--- config.mk ---
export PLATFORM = sky130hd
export DESIGN_NAME = mem_request_queue_flat
export DESIGN_NICKNAME = d
export VERILOG_FILES = /design/src/rtl/cache_types_pkg.sv /design/src/rtl/mem_request_queue_if.sv /design/src/rtl/mrq_fifo.sv /design/src/rtl/mem_request_queue.sv /design/src/flat_wrapper.sv
export SDC_FILE = /design/constraint.sdc
export NUM_CORES = 1
export LEC_CHECK = 0
export CORE_MARGIN = 3
export CORE_UTILIZATION = 48
export DETAILED_ROUTE_END_ITERATION = 8
export PLACE_DENSITY = 0.74
export SETUP_SLACK_MARGIN = 0.1
export SLEW_MARGIN = 20
export SYNTH_ARGS = -nofsm -noshare
export SYNTH_HDL_FRONTEND = slang
export SYNTH_SLANG_ARGS = --single-unit
export TNS_END_PERCENT = 50
--- constraint.sdc ---
create_clock -name CLK -period 3.1 [get_ports CLK]
set_input_delay 0.62 -clock CLK [delete_from_list [all_inputs] [get_ports CLK]]
set_output_delay 0.62 -clock CLK [all_outputs]
set_load 0.02 [all_outputs]
--- src/rtl/cache_types_pkg.sv ---
// Shared cache geometry plus the request-queue payload, tracking and state types.
package cache_types_pkg;

  localparam int unsigned NUM_BANKS         = 4;
  localparam int unsigned UUID_SIZE         = 4;
  localparam int unsigned BANKS_LEN         = 2;
  localparam int unsigned BYTE_OFF_BIT_LEN  = 2;
  localparam int unsigned BLOCK_OFF_BIT_LEN = 4;

  localparam int unsigned ADDR_W = 32;
  localparam int unsigned DATA_W = 32;
  localparam int unsigned TAG_W  = 4;

  // Bit position of the bank index within a request address
  localparam int unsigned BANK_LSB = BYTE_OFF_BIT_LEN + BLOCK_OFF_BIT_LEN;

  typedef struct packed {
    logic [ADDR_W-1:0] addr;
    logic              rw;
    logic [DATA_W-1:0] store;
    logic [TAG_W-1:0]  tag;
  } mrq_entry_t;

  typedef struct packed {
    logic                 valid;
    logic                 done;
    logic [UUID_SIZE-1:0] uuid;
    logic [BANKS_LEN-1:0] bank;
    logic [TAG_W-1:0]     tag;
    logic                 rw;
  } mrq_track_t;

  typedef enum logic [1:0] {
    RUN   = 2'd0,
    DRAIN = 2'd1,
    FLUSH = 2'd2,
    DONE  = 2'd3
  } mrq_state_e;

endpackage

--- src/rtl/mem_request_queue_if.sv ---
// Pipeline-side request/response bundle of the memory request queue.
interface mem_request_queue_if;
  import cache_types_pkg::*;

  logic              req_valid;
  logic              req_ready;
  logic [ADDR_W-1:0] req_addr;
  logic              req_rw;
  logic [DATA_W-1:0] req_store;
  logic [TAG_W-1:0]  req_tag;

  logic              resp_valid;
  logic [TAG_W-1:0]  resp_tag;
  logic [DATA_W-1:0] resp_data;
  logic              resp_replay;

  modport master (
    output req_valid, req_addr, req_rw, req_store, req_tag,
    input  req_ready, resp_valid, resp_tag, resp_data, resp_replay
  );

  modport slave (
    input  req_valid, req_addr, req_rw, req_store, req_tag,
    output req_ready, resp_valid, resp_tag, resp_data, resp_replay
  );

endinterface

--- src/rtl/mrq_fifo.sv ---
// Synchronous FIFO with full/empty flags; push while full is accepted only with a pop.
module mrq_fifo #(
  parameter int unsigned DEPTH = 4,
  parameter int unsigned WIDTH = 8
) (
  input  logic             clk,
  input  logic             rst_n,
  input  logic             push,
  input  logic             pop,
  input  logic [WIDTH-1:0] din,
  output logic [WIDTH-1:0] dout,
  output logic             full,
  output logic             empty
);

  localparam int unsigned AW = $clog2(DEPTH);

  logic [WIDTH-1:0] mem [DEPTH];
  logic [AW:0]      wr_ptr;
  logic [AW:0]      rd_ptr;
  logic             do_push;
  logic             do_pop;

  assign empty   = (wr_ptr == rd_ptr);
  assign full    = (wr_ptr[AW] != rd_ptr[AW]) && (wr_ptr[AW-1:0] == rd_ptr[AW-1:0]);
  assign do_pop  = pop && !empty;
  assign do_push = push && (!full || do_pop);
  assign dout    = mem[rd_ptr[AW-1:0]];

  // Pointer update
  always_ff @(posedge clk or negedge rst_n) begin
    if (!rst_n) begin
      wr_ptr <= '0;
      rd_ptr <= '0;
    end else begin
      if (do_push) wr_ptr <= wr_ptr + (AW+1)'(1);
      if (do_pop)  rd_ptr <= rd_ptr + (AW+1)'(1);
    end
  end

  // Storage write; contents are don't-care until pointed at
  always_ff @(posedge clk) begin
    if (do_push) mem[wr_ptr[AW-1:0]] <= din;
  end

endmodule

--- src/rtl/mem_request_queue.sv ---
// Request front end for lockup_free_cache: queues pipeline requests, issues the head,
// tracks misses by UUID, returns completions and sequences the halt/flush handshake.
module mem_request_queue
  import cache_types_pkg::*;
#(
  parameter int unsigned QDEPTH      = 4,
  parameter int unsigned OUTSTANDING = 8
) (
  input  logic                                CLK,
  input  logic                                nRST,
  mem_request_queue_if.slave                  pipe,
  input  logic                                halt_req,
  output logic                                halt_done,
  output logic                                err_unmatched,
  output logic                                mem_in,
  output logic [ADDR_W-1:0]                   mem_in_addr,
  output logic                                mem_in_rw_mode,
  output logic [DATA_W-1:0]                   mem_in_store_value,
  output logic                                dp_in_halt,
  input  logic                                stall,
  input  logic                                hit,
  input  logic [DATA_W-1:0]                   hit_load,
  input  logic [UUID_SIZE-1:0]                mem_out_uuid,
  input  logic [NUM_BANKS-1:0]                block_status,
  input  logic [NUM_BANKS-1:0][UUID_SIZE-1:0] uuid_block,
  input  logic                                dp_out_flushed
);

  localparam int unsigned IDX_W = $clog2(OUTSTANDING);

  mrq_entry_t push_data;
  mrq_entry_t head;
  logic       fifo_full;
  logic       fifo_empty;
  logic       fifo_push;
  logic       req_ready;

  mrq_track_t tbl_q [OUTSTANDING];
  mrq_track_t tbl_d [OUTSTANDING];

  logic                   free_found;
  logic [IDX_W-1:0]       free_idx;
  logic                   done_found;
  logic [IDX_W-1:0]       done_idx;
  logic                   any_valid;
  logic                   tbl_full;
  logic [OUTSTANDING-1:0] set_done;
  logic [NUM_BANKS-1:0]   bank_match;
  logic                   unmatched;

  logic       hit_resp;
  logic       alloc;
  logic       drain;
  logic       alive_q;
  logic       err_q;
  mrq_state_e state_q;
  mrq_state_e state_d;

  assign push_data = '{addr: pipe.req_addr, rw: pipe.req_rw,
                       store: pipe.req_store, tag: pipe.req_tag};
  assign req_ready = alive_q && !fifo_full && (state_q == RUN);
  assign fifo_push = pipe.req_valid && req_ready;
  assign pipe.req_ready = req_ready;

  mrq_fifo #(
    .DEPTH (QDEPTH),
    .WIDTH ($bits(mrq_entry_t))
  ) u_fifo (
    .clk   (CLK),
    .rst_n (nRST),
    .push  (fifo_push),
    .pop   (mem_in),
    .din   (push_data),
    .dout  (head),
    .full  (fifo_full),
    .empty (fifo_empty)
  );

  // Lowest free slot, lowest completed slot and occupancy of the tracking table
  always_comb begin
    free_found = 1'b0;
    free_idx   = '0;
    done_found = 1'b0;
    done_idx   = '0;
    any_valid  = 1'b0;
    for (int j = OUTSTANDING - 1; j >= 0; j--) begin
      if (!tbl_q[j].valid) begin
        free_found = 1'b1;
        free_idx   = IDX_W'(j);
      end
      if (tbl_q[j].valid && tbl_q[j].done) begin
        done_found = 1'b1;
        done_idx   = IDX_W'(j);
      end
      if (tbl_q[j].valid) any_valid = 1'b1;
    end
  end

  assign tbl_full = !free_found;

  // Per-bank completion matcher, all banks in parallel
  always_comb begin
    set_done   = '0;
    bank_match = '0;
    for (int i = 0; i < NUM_BANKS; i++) begin
      for (int j = 0; j < OUTSTANDING; j++) begin
        if (block_status[i] && tbl_q[j].valid && !tbl_q[j].done &&
            (tbl_q[j].bank == BANKS_LEN'(i)) && (tbl_q[j].uuid == uuid_block[i])) begin
          set_done[j]   = 1'b1;
          bank_match[i] = 1'b1;
        end
      end
    end
  end

  assign unmatched = |(block_status & ~bank_match);

  // Issue from FIFO head; hit responses take the response slot over completions
  assign mem_in             = !fifo_empty && !stall && !tbl_full &&
                              ((state_q == RUN) || (state_q == DRAIN));
  assign mem_in_addr        = head.addr;
  assign mem_in_rw_mode     = head.rw;
  assign mem_in_store_value = head.store;
  assign hit_resp           = mem_in && hit;
  assign alloc              = mem_in && !hit;
  assign drain              = !hit_resp && done_found;

  assign pipe.resp_valid  = hit_resp || drain;
  assign pipe.resp_tag    = hit_resp ? head.tag : tbl_q[done_idx].tag;
  assign pipe.resp_data   = hit_resp ? hit_load : '0;
  assign pipe.resp_replay = !hit_resp && drain && !tbl_q[done_idx].rw;

  // Table next state: free drained entry, mark completions, allocate on miss
  always_comb begin
    for (int j = 0; j < OUTSTANDING; j++) begin
      tbl_d[j] = tbl_q[j];
      if (drain && (done_idx == IDX_W'(j))) tbl_d[j] = '0;
      if (set_done[j]) tbl_d[j].done = 1'b1;
      if (alloc && (free_idx == IDX_W'(j))) begin
        tbl_d[j] = '{valid: 1'b1, done: 1'b0, uuid: mem_out_uuid,
                     bank: head.addr[BANK_LSB +: BANKS_LEN],
                     tag: head.tag, rw: head.rw};
      end
    end
  end

  // Tracking table register
  always_ff @(posedge CLK or negedge nRST) begin
    if (!nRST) begin
      for (int j = 0; j < OUTSTANDING; j++) tbl_q[j] <= '0;
    end else begin
      for (int j = 0; j < OUTSTANDING; j++) tbl_q[j] <= tbl_d[j];
    end
  end

  // Halt sequencing next state
  always_comb begin
    state_d = state_q;
    case (state_q)
      RUN:     if (halt_req) state_d = DRAIN;
      DRAIN:   if (fifo_empty && !any_valid) state_d = FLUSH;
      FLUSH:   if (dp_out_flushed) state_d = DONE;
      DONE:    state_d = DONE;
      default: state_d = RUN;
    endcase
  end

  // State, sticky error and post-reset ready enable
  always_ff @(posedge CLK or negedge nRST) begin
    if (!nRST) begin
      state_q <= RUN;
      err_q   <= 1'b0;
      alive_q <= 1'b0;
    end else begin
      state_q <= state_d;
      err_q   <= err_q || unmatched;
      alive_q <= 1'b1;
    end
  end

  assign err_unmatched = err_q;
  assign dp_in_halt    = (state_q == FLUSH) || (state_q == DONE);
  assign halt_done     = (state_q == DONE);

endmodule

--- src/flat_wrapper.sv ---
// flat-port wrapper written by rule: the top's interface ports become plain ports
module mem_request_queue_flat import cache_types_pkg::*;
#(
  parameter int unsigned QDEPTH      = 4,
  parameter int unsigned OUTSTANDING = 8
)
  (CLK, nRST, halt_req, halt_done, err_unmatched, mem_in, mem_in_addr, mem_in_rw_mode, mem_in_store_value, dp_in_halt, stall, hit, hit_load, mem_out_uuid, block_status, uuid_block, dp_out_flushed, pipe_req_valid, pipe_req_addr, pipe_req_rw, pipe_req_store, pipe_req_tag, pipe_req_ready, pipe_resp_valid, pipe_resp_tag, pipe_resp_data, pipe_resp_replay);
  mem_request_queue_if pipe_i ();
  input  logic CLK;
  input  logic nRST;
  input  logic halt_req;
  output logic halt_done;
  output logic err_unmatched;
  output logic mem_in;
  output logic [ADDR_W-1:0] mem_in_addr;
  output logic mem_in_rw_mode;
  output logic [DATA_W-1:0] mem_in_store_value;
  output logic dp_in_halt;
  input  logic stall;
  input  logic hit;
  input  logic [DATA_W-1:0] hit_load;
  input  logic [UUID_SIZE-1:0] mem_out_uuid;
  input  logic [NUM_BANKS-1:0] block_status;
  input  logic [NUM_BANKS-1:0][UUID_SIZE-1:0] uuid_block;
  input  logic dp_out_flushed;
  input wire logic [$bits(pipe_i.req_valid)-1:0] pipe_req_valid;
  input wire logic [$bits(pipe_i.req_addr)-1:0] pipe_req_addr;
  input wire logic [$bits(pipe_i.req_rw)-1:0] pipe_req_rw;
  input wire logic [$bits(pipe_i.req_store)-1:0] pipe_req_store;
  input wire logic [$bits(pipe_i.req_tag)-1:0] pipe_req_tag;
  output wire logic [$bits(pipe_i.req_ready)-1:0] pipe_req_ready;
  output wire logic [$bits(pipe_i.resp_valid)-1:0] pipe_resp_valid;
  output wire logic [$bits(pipe_i.resp_tag)-1:0] pipe_resp_tag;
  output wire logic [$bits(pipe_i.resp_data)-1:0] pipe_resp_data;
  output wire logic [$bits(pipe_i.resp_replay)-1:0] pipe_resp_replay;
  assign pipe_i.req_valid = pipe_req_valid;
  assign pipe_i.req_addr = pipe_req_addr;
  assign pipe_i.req_rw = pipe_req_rw;
  assign pipe_i.req_store = pipe_req_store;
  assign pipe_i.req_tag = pipe_req_tag;
  assign pipe_req_ready = pipe_i.req_ready;
  assign pipe_resp_valid = pipe_i.resp_valid;
  assign pipe_resp_tag = pipe_i.resp_tag;
  assign pipe_resp_data = pipe_i.resp_data;
  assign pipe_resp_replay = pipe_i.resp_replay;
  mem_request_queue #(.QDEPTH(QDEPTH), .OUTSTANDING(OUTSTANDING)) u_core (.CLK(CLK), .nRST(nRST), .pipe(pipe_i), .halt_req(halt_req), .halt_done(halt_done), .err_unmatched(err_unmatched), .mem_in(mem_in), .mem_in_addr(mem_in_addr), .mem_in_rw_mode(mem_in_rw_mode), .mem_in_store_value(mem_in_store_value), .dp_in_halt(dp_in_halt), .stall(stall), .hit(hit), .hit_load(hit_load), .mem_out_uuid(mem_out_uuid), .block_status(block_status), .uuid_block(uuid_block), .dp_out_flushed(dp_out_flushed));
endmodule
==> results of run 1 <==
## report_power, final
group | internal, W | switching [W] | total, W
registers | 0.00618 | 0.000805 | 0.00698
clock network | 0.00308 | 0.00199 | 0.00508
logic | 0.00387 | 0.00399 | 0.00786
## stage by stage
step / setup WS (ps) / utilization, % / instances / area (µm²) / hold WS, ps
6_report: -216 / 65.2 / 1940 / 22900 / 201
4_1_cts: -248 / 64.3 / 1926 / 22500 / 229
3_3_place_gp: -457 / 59.3 / 1832 / 20800 / 478
5_1_grt: -326 / 65.2 / 1940 / 22900 / 266
2_1_floorplan: -67.5 / - / 1136 / 17300 / 324
3_5_place_dp: -461 / 59.3 / 1832 / 20800 / 484
## cell type report
| type | count | area share (%) |
|---|---|---|
| clock buffers | 49 | 4.71 |
| clock inverters | 23 | 1.39 |
| inverters | 12 | 0.197 |
| multi-input cells | 628 | 26.0 |
| flip-flops and latches | 390 | 48.8 |
| well taps | 455 | 2.49 |
| repair buffers | 383 | 16.4 |
## placed cells by master, fill, tap and decap left out, types with 52 or more instances in the layout
master and count:
xnor2_1 63, xor2_1 71, dfrtp_1 107, mux4_2 69
buf_6 52, clkdlybuf4s50_1 134, edfxtp_1 276, buf_4 111
a22o_1 89
## worst paths after layout
| check | start | endpoint | slack [ps] |
|---|---|---|---|
| max in group asynchronous | nRST | u_core.tbl_q[65]$_DFFE_PN0P_ | 2160 |
| min in group CLK | u_core.u_fifo.wr_ptr[2]$_DFFE_PN0P_ | u_core.u_fifo.wr_ptr[2]$_DFFE_PN0P_ | 500 |
| setup / recovery | u_core.tbl_q[37]$_DFFE_PN0P_ | pipe_resp_tag[1] | -220 |
| setup reg to reg | u_core.tbl_q[38]$_DFFE_PN0P_ | u_core.tbl_q[5]$_DFFE_PN0P_ | 370 |
| hold / removal | nRST | u_core.tbl_q[9]$_DFFE_PN0P_ | 200 |
| hold reg to reg | u_core.u_fifo.wr_ptr[2]$_DFFE_PN0P_ | u_core.u_fifo.wr_ptr[2]$_DFFE_PN0P_ | 500 |
## state kept, by name, indices dropped and copies added (netlist names)
name                  flops
u_core.tbl_q            104
u_core.alive_q            1
u_core.err_unmatched      1
u_core.u_fifo.rd_ptr      3
u_core.u_fifo.mem       276
u_core.state_q            2
u_core.u_fifo.wr_ptr      3
## cell families (layout without fill, tap and decap cells)
group,Yosys count,count (layout)
other cells,1,1
simple gates,240,240
fa+ha+maj,5,5
flops,390,390
xor+xnor,135,135
buf+inv,118,467
mux,71,71
compound gates,176,176
## worst max-delay path: cells and delay by family (launching register included)
family,cells,cell delay [ps]
flops,1,410
simple gates,1,220
buf+inv,3,480
compound gates,5,1060
## metal layers
layer | share of wire, % | GRT usage [%] | up-vias
met5 | 0 | 0 | -
met4 | 3.2 | 7.90 | 0
met3 | 8.7 | 6.44 | 108
met2 | 49 | 38.4 | 523
met1 | 40 | 32.4 | 5840
li1 | - | - | 5046
## timing repair
action / in CTS / in global routing
setup buffers: 18 / 13
pin swaps: 20 / 24
setup endpoints to repair: 104 / 59
hold buffers: 0 / 0
gates resized for setup: 313 / 77
cloned: 4 / 1
==> impl_metrics.py, run 1 <==
metrics = {
    "run_status": {
        "status": "finished with violations",
        "violations": "setup timing",
    },
    "yosys": {
        "synth.area.top_cells": "edfxtp_1 (48%), dfrtp_1 (16%), mux4_2 (9.0%)",
        "synth_cell_type_count": 69,
        "synth_seq_cells": 390,
        "synth_common_cells": "edfxtp_1 (276), dfrtp_1 (114), a22o_1 (90)",
        "syn_inst": 1136,
        "ys.warnings.count": 0,
        "synth_top_cell_area_share_pct": 47.8,
        "synth_ff_type": "edfxtp_1",
        "synth_top_family_by_area": "multiplexers",
        "seq_area_frac_synth_pct": 64.3,
        "synth-xor-area-share_pct": 6.83,
        "synth.most_common_cell": "edfxtp_1",
        "synth_top_area_cell": "edfxtp_1",
        "synthAdderAreaFrac_pct": 0.361,
        "synth_edf_count": 276,
        "syn_area_um2": 17300,
        "synthArstFlopShare_pct": 29.2,
        "synth_area_per_cell_um2": 15.2,
        "synth_nets": 1273,
        "synthSimpleGateAreaFrac_pct": 8.28,
        "yosys-mux-area-fraction_pct": 9.10,
        "synth_compound_gate_area_share_pct": 8.26,
    },
    "power_and_ir_drop": {
        "power_leakage_nw": 8.68,
        "ir_drop_uv": 800,
        "power_w": 0.0199,
        "p_per_area_nw_per_um2": 871,
    },
    "timing": {
        "relSlewSlack_pct": 35.5,
        "worst_pin_slew_ps": 963,
        "finalCritPeriodShare_pct": 107,
        "finalSetupViolCount": 5,
        "finalMaxSlewViolations": 0,
        "min_period_ps": 3320,
        "layout_setup_ws_ps": -216,
        "worst_clock_skew_ps": 15.6,
        "hold_viol": 0,
        "fin_tns_setup_ps": -801,
        "rsz0062_at_grt": "true",
        "max_freq_ghz": 0.302,
    },
    "clock_network": {
        "htreeDepth": 2,
        "cts_root_buf": "clkbuf_16",
        "clock_latency_ps": 530,
        "cts_tree": "built",
        "cts_sinks": 390,
        "clockBufferDepth": 3,
        "clkTransAtPathRegs_ps": 60,
        "cts_made_buffers": 41,
    },
    "critical_path": {
        "cp_cell_sequence": "buf_6 -> a22o_4 -> o21ai_4 -> and3_4 -> buf_6 -> a31oi_1 -> a32o_2 -> o211ai_1 -> clkbuf_16",
        "slowest_delay_ps": 410,
        "criticalPathCategory": "reg -> out",
        "start_kind": "flip-flop",
        "r2r_cells": 13,
        "crit_slowest_cell": "dfrtp_1",
        "critPathCaptureType": "primary output",
        "cp_max_fo": 7,
        "cpMostUsedCell": "buf_6",
        "arrival_ps": 2700,
        "crit_required_ps": 2480,
    },
    "detailed_routing": {
        "num_vias": 11517,
        "ant_nets": 0,
        "routed_via_density": 5.94,
        "wl_per_cell_um": 24.1,
        "post-route-drc-count": 0,
        "drtIter0Drc": 955,
        "dr.pass1.iters": 5,
        "wirelength_um": 46800,
    },
    "layout": {
        "register_area_um2": 11200,
        "syn2layout_area_growth_pct": 32.0,
        "multi_input_area_um2": 5950,
        "n_antenna_cell": 0,
        "drive_above_1_share_pct": 26.9,
        "nNetsFinal": 1593,
        "fill_cells": 2426,
    },
    "global_route": {
        "first_global_vias": 11948,
        "grt_max_degree": 72,
        "grt_usage_pct": 24.0,
        "overflow": 0,
        "grt_pass1_wl_um": 71400,
        "antenna_found_initial": 0,
    },
    "floorplan": {
        "coreArea_um2": 35100,
        "initial_core_util_pct": 49.4,
        "top_level_ports": 240,
        "fp.dieW_um": 196,
        "rows": 68,
        "die_area_um2": 38400,
        "fp.dieH_um": 196,
    },
    "min_path": {
        "hold_class": "in -> async",
    },
    "placement": {
        "port_buffers": 239,
        "detailed_place_hpwl_um": 30400,
        "gp_congestion": 0.942,
    },
    "flow_run": {
        "cap_violations": 0,
    },
}
No activity file was read; power rests on OpenSTA's default activity.
==> inputs of run 2 (changes only) <==
--- a/config.mk
+++ b/config.mk
@@ -7,6 +7,7 @@
 export LEC_CHECK = 0
 export CORE_MARGIN = 3
 export CORE_UTILIZATION = 48
+export CTS_CLUSTER_SIZE = 8
 export DETAILED_ROUTE_END_ITERATION = 8
 export PLACE_DENSITY = 0.74
 export SETUP_SLACK_MARGIN = 0.1
==> run 2 against run 1 <==
  * The flow still finishes with violations (setup timing)
  * Worst hold slack got worse by 65 ps
  * Non-clock buffer count increased by 2
  * Clock power rose by 7.3%
  * Combinational power grew 0.8%
  * Via count up 1.9%
  * First-iteration DRC count down 1.6%
  * Worst setup slack worse by 100 ps
  * Critical endpoint unchanged
  * Largest cell class unchanged
  * Largest power group unchanged
==> impl_metrics.py, run 2 (synthesis results as in run 1) <==
metrics = {
    "power_and_ir_drop": {
        "share_comb_of_total_power_pct": 38.9,
        "power_leakage_nw": 8.73,
        "p_per_area_nw_per_um2": 885,
        "switchingPower_w": 0.00704,
        "power_w": 0.0204,
        "ir_drop_uv": 772,
        "p_int_w": 0.0133,
        "p_clk_share_pct": 26.8,
        "power.share.switching_pct": 34.6,
        "pwr-share-seq_pct": 34.4,
    },
    "detailed_routing": {
        "wirelength_um": 48800,
        "top_layer_used": "met4",
        "drtIter0Drc": 940,
        "routed_via_density": 5.98,
        "ant_nets": 0,
        "wl_met2_um": 24100,
        "wl_per_cell_um": 24.8,
        "post-route-drc-count": 0,
        "wl_met1_um": 18800,
        "dr.pass1.iters": 5,
        "num_vias": 11740,
        "met3_length_um": 4090,
    },
    "timing": {
        "hold-worst-slack_ps": 135,
        "worst_clock_skew_ps": 41.3,
        "finalCritPeriodShare_pct": 110,
        "finalSetupViolCount": 14,
        "layout_setup_ws_ps": -316,
        "max_freq_ghz": 0.293,
        "fin_tns_setup_ps": -1610,
        "finalMaxSlewViolations": 0,
        "worst_pin_slew_ps": 969,
        "hold_viol": 0,
        "relSlewSlack_pct": 35.1,
        "rsz0062_at_grt": "true",
        "min_period_ps": 3420,
    },
    "clock_network": {
        "cts_tree": "built",
        "clock_latency_ps": 610,
        "clkTransAtPathRegs_ps": 50,
        "clockBufferDepth": 3,
        "cts_sinks": 390,
        "cts_root_buf": "clkbuf_16",
        "cts_made_buffers": 54,
        "htreeDepth": 2,
    },
    "global_route": {
        "grt_pass1_wl_um": 74400,
        "overflow": 0,
        "grt_max_degree": 72,
        "first_global_vias": 12278,
        "antenna_found_initial": 0,
        "grt_usage_pct": 25.2,
    },
    "layout": {
        "drive_above_1_share_pct": 28.5,
        "syn2layout_area_growth_pct": 32.7,
        "final_cell_mix": "edfxtp_1 (276), clkdlybuf4s50_1 (134), buf_4 (112)",
        "n_antenna_cell": 0,
        "largest_reg_flops": 276,
        "final_common_cell": "edfxtp_1",
        "final_cell_area_um2": 23000,
        "nNetsFinal": 1608,
    },
    "critical_path": {
        "cp_max_fo": 5,
        "arrival_ps": 2800,
        "crit_slowest_cell": "dfrtp_1",
        "cpLargestDelayFamily": "compound AO/OA/AOI/OAI gates",
        "slowest_delay_ps": 390,
        "start_kind": "flip-flop",
        "r2r-start": "u_core.u_fifo.rd_ptr[0]$_DFFE_PN0P_",
        "crit_path_start": "u_core.tbl_q[38]$_DFFE_PN0P_",
        "cpMostUsedCell": "buf_6",
        "crit_required_ps": 2480,
        "critPathCaptureType": "primary output",
        "criticalPathCategory": "reg -> out",
        "rrSetupSlack_ps": 330,
        "crit_buf_inv": 3,
        "cp_cell_sequence": "buf_6 -> a22o_4 -> o21ai_4 -> and3_4 -> buf_6 -> a31oi_1 -> a32o_2 -> o211ai_1 -> clkbuf_16",
    },
    "floorplan": {
        "coreArea_um2": 35100,
        "rows": 68,
        "fp.dieH_um": 196,
        "die_area_um2": 38400,
        "fp.dieW_um": 196,
        "top_level_ports": 240,
        "initial_core_util_pct": 49.4,
    },
    "run_status": {
        "violations": "setup timing",
        "status": "finished with violations",
    },
    "flow_run": {
        "cap_violations": 0,
    },
    "min_path": {
        "hold_class": "in -> async",
    },
    "placement": {
        "port_buffers": 239,
        "gp_congestion": 0.942,
        "placed_area_um2": 20800,
        "dp_worst_setup_slack_ps": -461,
        "detailed_place_hpwl_um": 30400,
    },
}
==> run 2: cell count changes in the layout (fill, tap and decap cells not counted), sizes merged <==
cell	change
buf	+5
clkinvlp	-2
clkinv	-8
dlygate4sd2	-15
clkbuf	+57
bufinv	-7
inv	-3
clkdlybuf4s15	-3
==> run 2: per-stage QoR <==
stage | instances | utilization (%)
3_3_place_gp | 1832 | 59.3
4_1_cts | 1952 | 65.2
5_1_grt | 1964 | 65.6
2_1_floorplan | 1136 | -
3_5_place_dp | 1832 | 59.3
6_report | 1964 | 65.6
==> run 2: what timing repair did <==
item,in CTS,in global routing
pin swaps,17,28
endpoints found under the setup margin,104,60
hold buffers,0,0
cloned,5,0
setup buffers,21,13
resized for setup,372,71
==> run 2: metal layers <==
layer,vias to the layer above,global-route usage [%]
li1,5083,-
met1,5971,32.5
met2,567,41.4
met3,119,6.44
met4,0,9.37
met5,-,0
==> run 2: power by group through the flow <==
stage	sequential [W]	combinational (W)	clock, W
after floorplan	0.00653	0.00476	0
after global placement	0.00699	0.00728	0
after detailed placement	0.00700	0.00736	0
after CTS	0.00694	0.00774	0.00555
after global routing	0.00705	0.00841	0.00576
final	0.00699	0.00792	0.00545
==> run 2: area by class of cell <==
class                   count  area (µm²)
clock buffers              91        1500
well taps                 455         569
clock inverters             3        68.8
inverters                  12        45.0
multi-input cells         628        5960
flip-flops and latches    390       11200
repair buffers            385        3690
fillers                  2407       12100
==> run 2: path summary, 6_finish.rpt <==
check / to / depth (start not counted)
max in group asynchronous: u_core.tbl_q[78]$_DFFE_PN0P_ / 2
min reg2reg: u_core.u_fifo.wr_ptr[2]$_DFFE_PN0P_ / 1
max: pipe_resp_tag[1] / 9
min in group CLK: u_core.u_fifo.wr_ptr[2]$_DFFE_PN0P_ / 1
min: u_core.tbl_q[8]$_DFFE_PN0P_ / 1
max reg2reg: u_core.tbl_q[5]$_DFFE_PN0P_ / 12
==> inputs of run 3 (changes only) <==
--- a/config.mk
+++ b/config.mk
@@ -9,6 +9,7 @@
 export CORE_UTILIZATION = 48
 export CTS_CLUSTER_SIZE = 8
 export DETAILED_ROUTE_END_ITERATION = 8
+export GPL_ROUTABILITY_DRIVEN = 0
 export PLACE_DENSITY = 0.74
 export SETUP_SLACK_MARGIN = 0.1
 export SLEW_MARGIN = 20
==> results of run 3 <==
No change in the layout: final DEF, timing and power equal those of run 2.
